File: src/rtl/tinycpu_loader.sv
// Framed byte-stream loader: assembles big-endian words into sequential memory writes, then pulses run.
// Optional LOADER_CSUM_EN adds a trailing 8-bit zero-sum checksum byte that gates the run pulse.
module tinycpu_loader #(
  parameter int unsigned AW = 12,
  parameter int unsigned DW = 16
) (
  input  logic          clk,
  input  logic          rst_n,
  input  logic [7:0]    in_data,
  input  logic          in_valid,
  output logic          in_ready,
  output logic          mem_we,
  output logic [AW-1:0] mem_addr,
  output logic [DW-1:0] mem_d,
  output logic          run,
  output logic          busy,
  output logic          err
);

  localparam int unsigned CW = 12;

  typedef enum logic [2:0] {
    S_ADDR_H = 3'd0,
    S_ADDR_L = 3'd1,
    S_CNT_H  = 3'd2,
    S_CNT_L  = 3'd3,
    S_DATA_H = 3'd4,
    S_DATA_L = 3'd5,
    S_CSUM   = 3'd6,
    S_FIN    = 3'd7
  } state_t;

  state_t        r_state;
  state_t        w_state_nxt;
  state_t        w_tail;
  logic [7:0]    r_hi;
  logic [AW-1:0] r_addr;
  logic [CW-1:0] r_cnt;
  logic          r_in_ready;
  logic          r_mem_we;
  logic [AW-1:0] r_mem_addr;
  logic [DW-1:0] r_mem_d;
  logic          r_run;
  logic          r_busy;
  logic          w_accept;
  logic          w_we_nxt;
  logic          w_run_nxt;
  logic          w_err_nxt;
  logic [AW-1:0] w_addr_rx;
  logic [CW-1:0] w_cnt_rx;
  logic [DW-1:0] w_word;

  // r_hi always holds the previously accepted byte, i.e. the high half of the field now completing
  assign w_accept  = in_valid && r_in_ready;
  assign w_addr_rx = AW'({r_hi[3:0], in_data});
  assign w_cnt_rx  = CW'({r_hi[3:0], in_data});
  assign w_word    = DW'({r_hi, in_data});

`ifdef LOADER_CSUM_EN
  logic [7:0] r_sum;
  logic [7:0] w_sum_nxt;
  logic       r_err;

  assign w_tail = S_CSUM;

  // Running modulo-256 sum restarts at ADDR_H; verdict is formed as CSUM is accepted
  always_comb begin
    w_sum_nxt = r_sum;
    w_err_nxt = r_err;
    if (w_accept) begin
      w_sum_nxt = (r_state == S_ADDR_H) ? in_data : 8'(r_sum + in_data);
      if (r_state == S_ADDR_H) w_err_nxt = 1'b0;
      if (r_state == S_CSUM)   w_err_nxt = (8'(r_sum + in_data) != 8'd0);
    end
  end

  always_ff @(posedge clk or negedge rst_n) begin
    if (!rst_n) begin
      r_sum <= 8'd0;
      r_err <= 1'b0;
    end else begin
      r_sum <= w_sum_nxt;
      r_err <= w_err_nxt;
    end
  end

  assign err = r_err;
`else
  assign w_tail    = S_FIN;
  assign w_err_nxt = 1'b0;
  assign err       = 1'b0;
`endif

  always_ff @(posedge clk or negedge rst_n) begin
    if (!rst_n) r_state <= S_ADDR_H;
    else        r_state <= w_state_nxt;
  end

  always_comb begin
    w_state_nxt = r_state;
    w_we_nxt    = 1'b0;
    w_run_nxt   = 1'b0;
    case (r_state)
      S_ADDR_H: if (w_accept) w_state_nxt = S_ADDR_L;
      S_ADDR_L: if (w_accept) w_state_nxt = S_CNT_H;
      S_CNT_H:  if (w_accept) w_state_nxt = S_CNT_L;
      S_CNT_L:  if (w_accept) w_state_nxt = (w_cnt_rx == '0) ? w_tail : S_DATA_H;
      S_DATA_H: if (w_accept) w_state_nxt = S_DATA_L;
      S_DATA_L: begin
        if (w_accept) begin
          w_we_nxt    = 1'b1;
          w_state_nxt = (r_cnt == CW'(1)) ? w_tail : S_DATA_H;
        end
      end
      S_CSUM:   if (w_accept) w_state_nxt = S_FIN;
      S_FIN:    w_state_nxt = S_ADDR_H;
      default:  w_state_nxt = S_ADDR_H;
    endcase
    w_run_nxt = (w_state_nxt == S_FIN) && !w_err_nxt;
  end

  // Registered outputs and frame datapath
  always_ff @(posedge clk or negedge rst_n) begin
    if (!rst_n) begin
      r_hi       <= 8'd0;
      r_addr     <= '0;
      r_cnt      <= '0;
      r_in_ready <= 1'b1;
      r_mem_we   <= 1'b0;
      r_mem_addr <= '0;
      r_mem_d    <= '0;
      r_run      <= 1'b0;
      r_busy     <= 1'b0;
    end else begin
      r_in_ready <= (w_state_nxt != S_FIN);
      r_busy     <= (w_state_nxt != S_ADDR_H);
      r_mem_we   <= w_we_nxt;
      r_run      <= w_run_nxt;
      if (w_accept) r_hi <= in_data;
      if (w_accept && (r_state == S_ADDR_L)) r_addr <= w_addr_rx;
      if (w_accept && (r_state == S_CNT_L))  r_cnt  <= w_cnt_rx;
      if (w_we_nxt) begin
        r_mem_addr <= r_addr;
        r_mem_d    <= w_word;
        r_addr     <= r_addr + AW'(1);
        r_cnt      <= r_cnt - CW'(1);
      end
    end
  end

  assign in_ready = r_in_ready;
  assign mem_we   = r_mem_we;
  assign mem_addr = r_mem_addr;
  assign mem_d    = r_mem_d;
  assign run      = r_run;
  assign busy     = r_busy;

endmodule

File: config.mk
export PLATFORM = sky130hd
export DESIGN_NAME = tinycpu_loader
export DESIGN_NICKNAME = d
export VERILOG_FILES = /design/src/rtl/tinycpu_loader.sv
export SDC_FILE = /design/constraint.sdc
export NUM_CORES = 1
export LEC_CHECK = 0
export CORE_UTILIZATION = 54
export DETAILED_ROUTE_END_ITERATION = 6
export GPL_TIMING_DRIVEN = 0
export HOLD_SLACK_MARGIN = 0.1
export PLACE_DENSITY = 0.79
export SLEW_MARGIN = 10
export SYNTH_ARGS = -nofsm -noshare
export SYNTH_HDL_FRONTEND = slang
export SYNTH_SLANG_ARGS = --single-unit
File: constraint.sdc
create_clock -name clk -period 1.9 [get_ports clk]
set_input_delay 0.19 -clock clk [delete_from_list [all_inputs] [get_ports clk]]
set_output_delay 0.19 -clock clk [all_outputs]
set_load 0.005 [all_outputs]
# After elaboration in Yosys (flattened, before gate mapping)
# Index checks and enable logic that the tools add are counted.
[totals]
register_bits = 67
out_inout_bits = 33
elab_cells = 46
[classes]
addsub = 2
eq_ne = 10
mux = 16
reduce_logical = 8
[ops]
columns = ["cell", "n"]
rows = [
  ["$mux W12", 4],
  ["$pmux W3 S8", 1],
  ["$mux W3", 7],
  ["$eq A3 B3 Y1 const B", 5],
  ["$add A12 B1 Y12 const B", 1],
  ["$eq A12 B1 Y1 const B", 1],
  ["$logic_not A12 Y1", 1],
  ["$sub A12 B1 Y12 const B", 1],
  ["$eq A3 B2 Y1 const B", 2],
  ["$mux W2", 2],
  ["$reduce_bool A2 Y1", 2],
  ["$eq A3 B1 Y1 const B", 1],
  ["$logic_and A1 B1 Y1", 3],
  ["$logic_not A3 Y1", 1],
  ["$ne A3 B3 Y1 const B", 1],
  ["$reduce_bool A3 Y1", 1],
  ["$mux W1", 2],
]

# Logic depth before layout (Yosys ltp)
[logic_depth]
depth_word = 5
depth_mapped = 8

# Worst setup path after synthesis
# Ideal clock, no wire load.
[synth_path]
kind = "reg-to-reg"
from = "register r_cnt[4]"
to = "register r_cnt[10]"
t_arrival_ns = 1.683
setup_slack_ns = 0.147
stages_incl_launch_ff = 5
synth_period_minus_slack_ns = 1.753
path_cell_list = "dfrtp_1 or3_4 or3_4 or4_1 nand3_1"
[synth_via]
elab_chain_cells = 2
[synth_rtl]
columns = ["item", "line_no", "rtl"]
rows = [
  ["start, declared", "38", "logic [CW-1:0] r_cnt;"],
  ["start signal, assigned", "141", "if (w_accept && (r_state == S_CNT_L)) r_cnt <= w_cnt_rx;"],
  ["start signal, assigned", "146", "r_cnt <= r_cnt - CW'(1);"],
  ["$sub A12 B1 Y12", "146", ""],
  ["$mux W12", "142", "if (w_we_nxt) begin"],
]
# Every way passes these cells.
# A chain may end at the register's enable or synchronous reset.

# Worst setup path in the final report
[layout_path]
from = "register r_cnt[10]"
to = "register r_in_ready, in the netlist in_ready"
[layout_via]
elab_chain_cells = 5
[layout_rtl]
columns = ["item", "line_no", "rtl"]
rows = [
  ["$eq A12 B1 Y1", "112", "w_state_nxt = (r_cnt == CW'(1)) ? w_tail : S_DATA_H;"],
  ["$mux W2", "112", ""],
  ["$mux W3", "110", "if (w_accept) begin"],
  ["$pmux W3 S8", "103", "case (r_state)"],
  ["$ne A3 B3 Y1", "135", "r_in_ready <= (w_state_nxt != S_FIN);"],
  ["end signal, assigned", "135", ""],
  ["end, declared", "39", "logic r_in_ready;"],
]
# Every way passes these cells.

==> summary.txt <==
Critical Setup Path Class - reg2reg
Routed wire length per instance - 16.0 um
Post-synthesis mux area share - 1.98%
Syn Area/Cell - 8.98 um2
Net count after synthesis - 359
Drt total wl - 7670 um
Layout cells sized above 1 - 10.1%
Remaining DRCs - 0
Worst-case clock buffer depth - 2
Area Growth Syn to Fin - 25.7%
First-pass GRT wire length - 13,000 um
Cts bufs inserted - 9
Sum of negative setup slack - 0 ns
Pre-antenna DRT Iters - 5
Main synth FF type - dfrtp_1
Max Cap Viol - 0
Register area share after synthesis - 54.1%
Final WS setup - 0.0745 ns
CTS tree - yes
PD cells - 1540 nW/um2
Vias - 2,778
Area of the multi-input gates - 1320 um2
Reg2Reg Depth - 4
Die ar. - 6050 um2
EDFF count, synth - 0
Clock Power Share - 22.3%
Worst-margin pin slew - 0.579 ns
Antenna-violating nets left - 0
Synth Area in Adders - 1.21%
Final setup fails - 0
Main combinational cell family by area after synthesis - simple AND/OR/NAND/NOR gates
Post-Layout Inst Area - 3900 um2
Compound-Gate Fraction of Synth Area - 11.5%
Grt ovf - 0
Final Cycle Share - 96.1%
# fillers - 421
DP Cell Count - 460
Final core occ - 70.8%
Logic pwr share - 35.8%
DR iter-0 viols - 301
Placeable Area - 5510 um2
Final Critical Period - 1.83 ns
Initial Utilization - 56.3%
Cells after Synth - 345
Vias in the first global route - 2,707
Die Y - 77.8 um
DP Area - 3630 um2
Reg clk slew, reported paths - 0.07 ns
Post-DP HPWL - 5330 um
Total track usage - 28.4%
Die X - 77.8 um
Htree depth - 3
Fin cells - 478
RSZ-0062 raised after global routing - no
Row cnt - 27
Post-Synth XOR/XNOR Area - 0%
Final hold violation count - 0
Clock sinks - 67
Clock Skew - 0.00950 ns
RD Place Congestion - 0.880
Worst skew pair latency - 0.35 ns
Largest net degree at the start of global routing - 41
Switching share of power - 34.7%
Register area - 1680 um2
Reg2reg start - r_cnt[10]
Pre-CTS WS - -0.269 ns
Leak - 0.00178 uW
Initial antenna violation count - 0
Nets@finish - 415
Worst R2R Setup Slack - 0.07 ns
Simple logic cell fraction of the synthesized area - 27.4%
Fin. max-slew vios - 0
CP Max Fanout - 4
P_sw - 2070 uW
Rel. slew slack - 61.4%
Reg power frac - 41.9%
Peak supply drop - 0.779 mV
Root Buffer - clkbuf_8
Vias per cell - 5.81
Synth cell types - 45
Status - completed
Critical Path RT - 2.18 ns
Worst Setup End Kind - register
Critical Path AT - 2.11 ns
Ports - 44
Worst Hold Class - in2async
CP Launch Type - register
Worst R2R End - in_ready
Highest Clock Rate - 548 MHz
Internal power - 3910 uW
Flops & latches, synth - 67
Antenna cells - 0
Ys async rst share - 100%
Post-Syn Area - 3100 um2
IO Port Bufs - 42
Yosys warning count - 0
==> metal layers <==
metal / vias to the layer above / global-route usage [%] / wire length (um)
li1: 1311 / - / -
met1: 1350 / 38.0 / 3470
met2: 96 / 45.1 / 3580
met3: 21 / 4.47 / 405
met4: 0 / 13.8 / 210
met5: - / 0 / 0
==> how the worst max path moves through the flow <==
| stage | endpoint | cells after the start | from |
|---|---|---|---|
| floorplan | r_cnt[10] | 4 | r_cnt[4] |
| global placement | r_cnt[9] | 1 | rst_n |
| detailed placement | mem_addr[0] | 9 | in_valid |
| CTS | mem_addr[0] | 8 | in_ready |
| global route | run | 4 | r_cnt[10] |
| finish | in_ready | 4 | r_cnt[10] |
==> state kept, by name (all words and copies together) (netlist names) <==
name      flops
busy          1
in_ready      1
mem_addr     12
mem_d        16
mem_we        1
r_addr       12
r_cnt        12
r_hi          8
r_state       3
run           1
==> logic make-up (layout without fill, tap and decap cells) <==
kind of cell | count (synthesis) | after routing
compound gates | 52 | 52
fa+ha+maj | 3 | 3
buf+inv | 27 | 88
flops | 67 | 67
mux | 6 | 6
other cells | 1 | 1
simple gates | 189 | 189
==> cell usage after synthesis (all sizes together), types with 4 or more instances <==
library cell  instances  share of area [%]
a21oi                11                1.8
and3                  4               0.81
buf                   9                1.5
clkbuf               11                1.3
dfrtp                66                 53
inv                   7               0.85
mux2i                 5                1.6
nand2               123                 15
nand3                16                2.6
nand4                 6                1.2
nor2                 10                1.2
nor3                  6               0.97
nor4                  6                1.2
o211ai                8                1.9
o21ai                 5               0.81
o22ai                 8                1.6
o311ai                6                1.7
or3                   4                1.2
==> cell type report <==
| class | count | area share (%) |
|---|---|---|
| sequential | 67 | 43.1 |
| buffer | 20 | 2.57 |
| timing repair buffer | 45 | 11.7 |
| tap | 72 | 2.31 |
| clock inverter | 6 | 2.28 |
| clock buffer | 10 | 3.53 |
| inverter | 7 | 0.674 |
| multi-input combinational | 251 | 33.8 |
==> worst max-delay path, stage by stage (launching register included) <==
cell and delay [ns]:
dfrtp_1 0.40, or4_1 0.50, or3_2 0.46, o21a_1 0.24
a21o_1 0.17
==> timing repair <==
item / in CTS / in global routing
pin swaps: 0 / 1
setup buffers: 0 / 1
gates resized for setup: 5 / 10
endpoints found under the setup margin: 22 / 35
hold buffers: 1 / 0
hold endpoints to repair: 27 / 0
==> stage by stage <==
| stage | power [uW] | hold slack, ns |
|---|---|---|
| 6_report | 5980 | 0.300 |
| 5_1_grt | 6370 | 0.356 |
| 4_1_cts | 5950 | 0.313 |
| 3_5_place_dp | 4600 | 0.128 |
| 3_3_place_gp | 4490 | 0.451 |
| 2_1_floorplan | 3580 | -0.106 |
==> power groups by stage <==
stage | clock, uW | combinational [uW] | sequential [uW]
global route | 1390 | 2390 | 2580
detailed placement | 0 | 2080 | 2510
finish | 1330 | 2140 | 2510
CTS | 1340 | 2120 | 2490
global placement | 0 | 2000 | 2490
floorplan | 0 | 1140 | 2440
==> placed cells by master, fill, tap and decap left out, types with 4 or more instances in the layout <==
master           count
o211ai_1             8
nor4_1               5
nor2_1              10
clkbuf_8            10
inv_1                7
o21ai_0              5
a21oi_1             11
clkdlybuf4s50_1     41
o311ai_0             5
nand2_1            122
mux2i_1              5
nand4_1              6
buf_4                6
clkbuf_1             8
o22ai_1              8
nor3_1               6
dfrtp_1             65
and3_1               4
nand3_1             16
(Power assumes the default switching activity.)
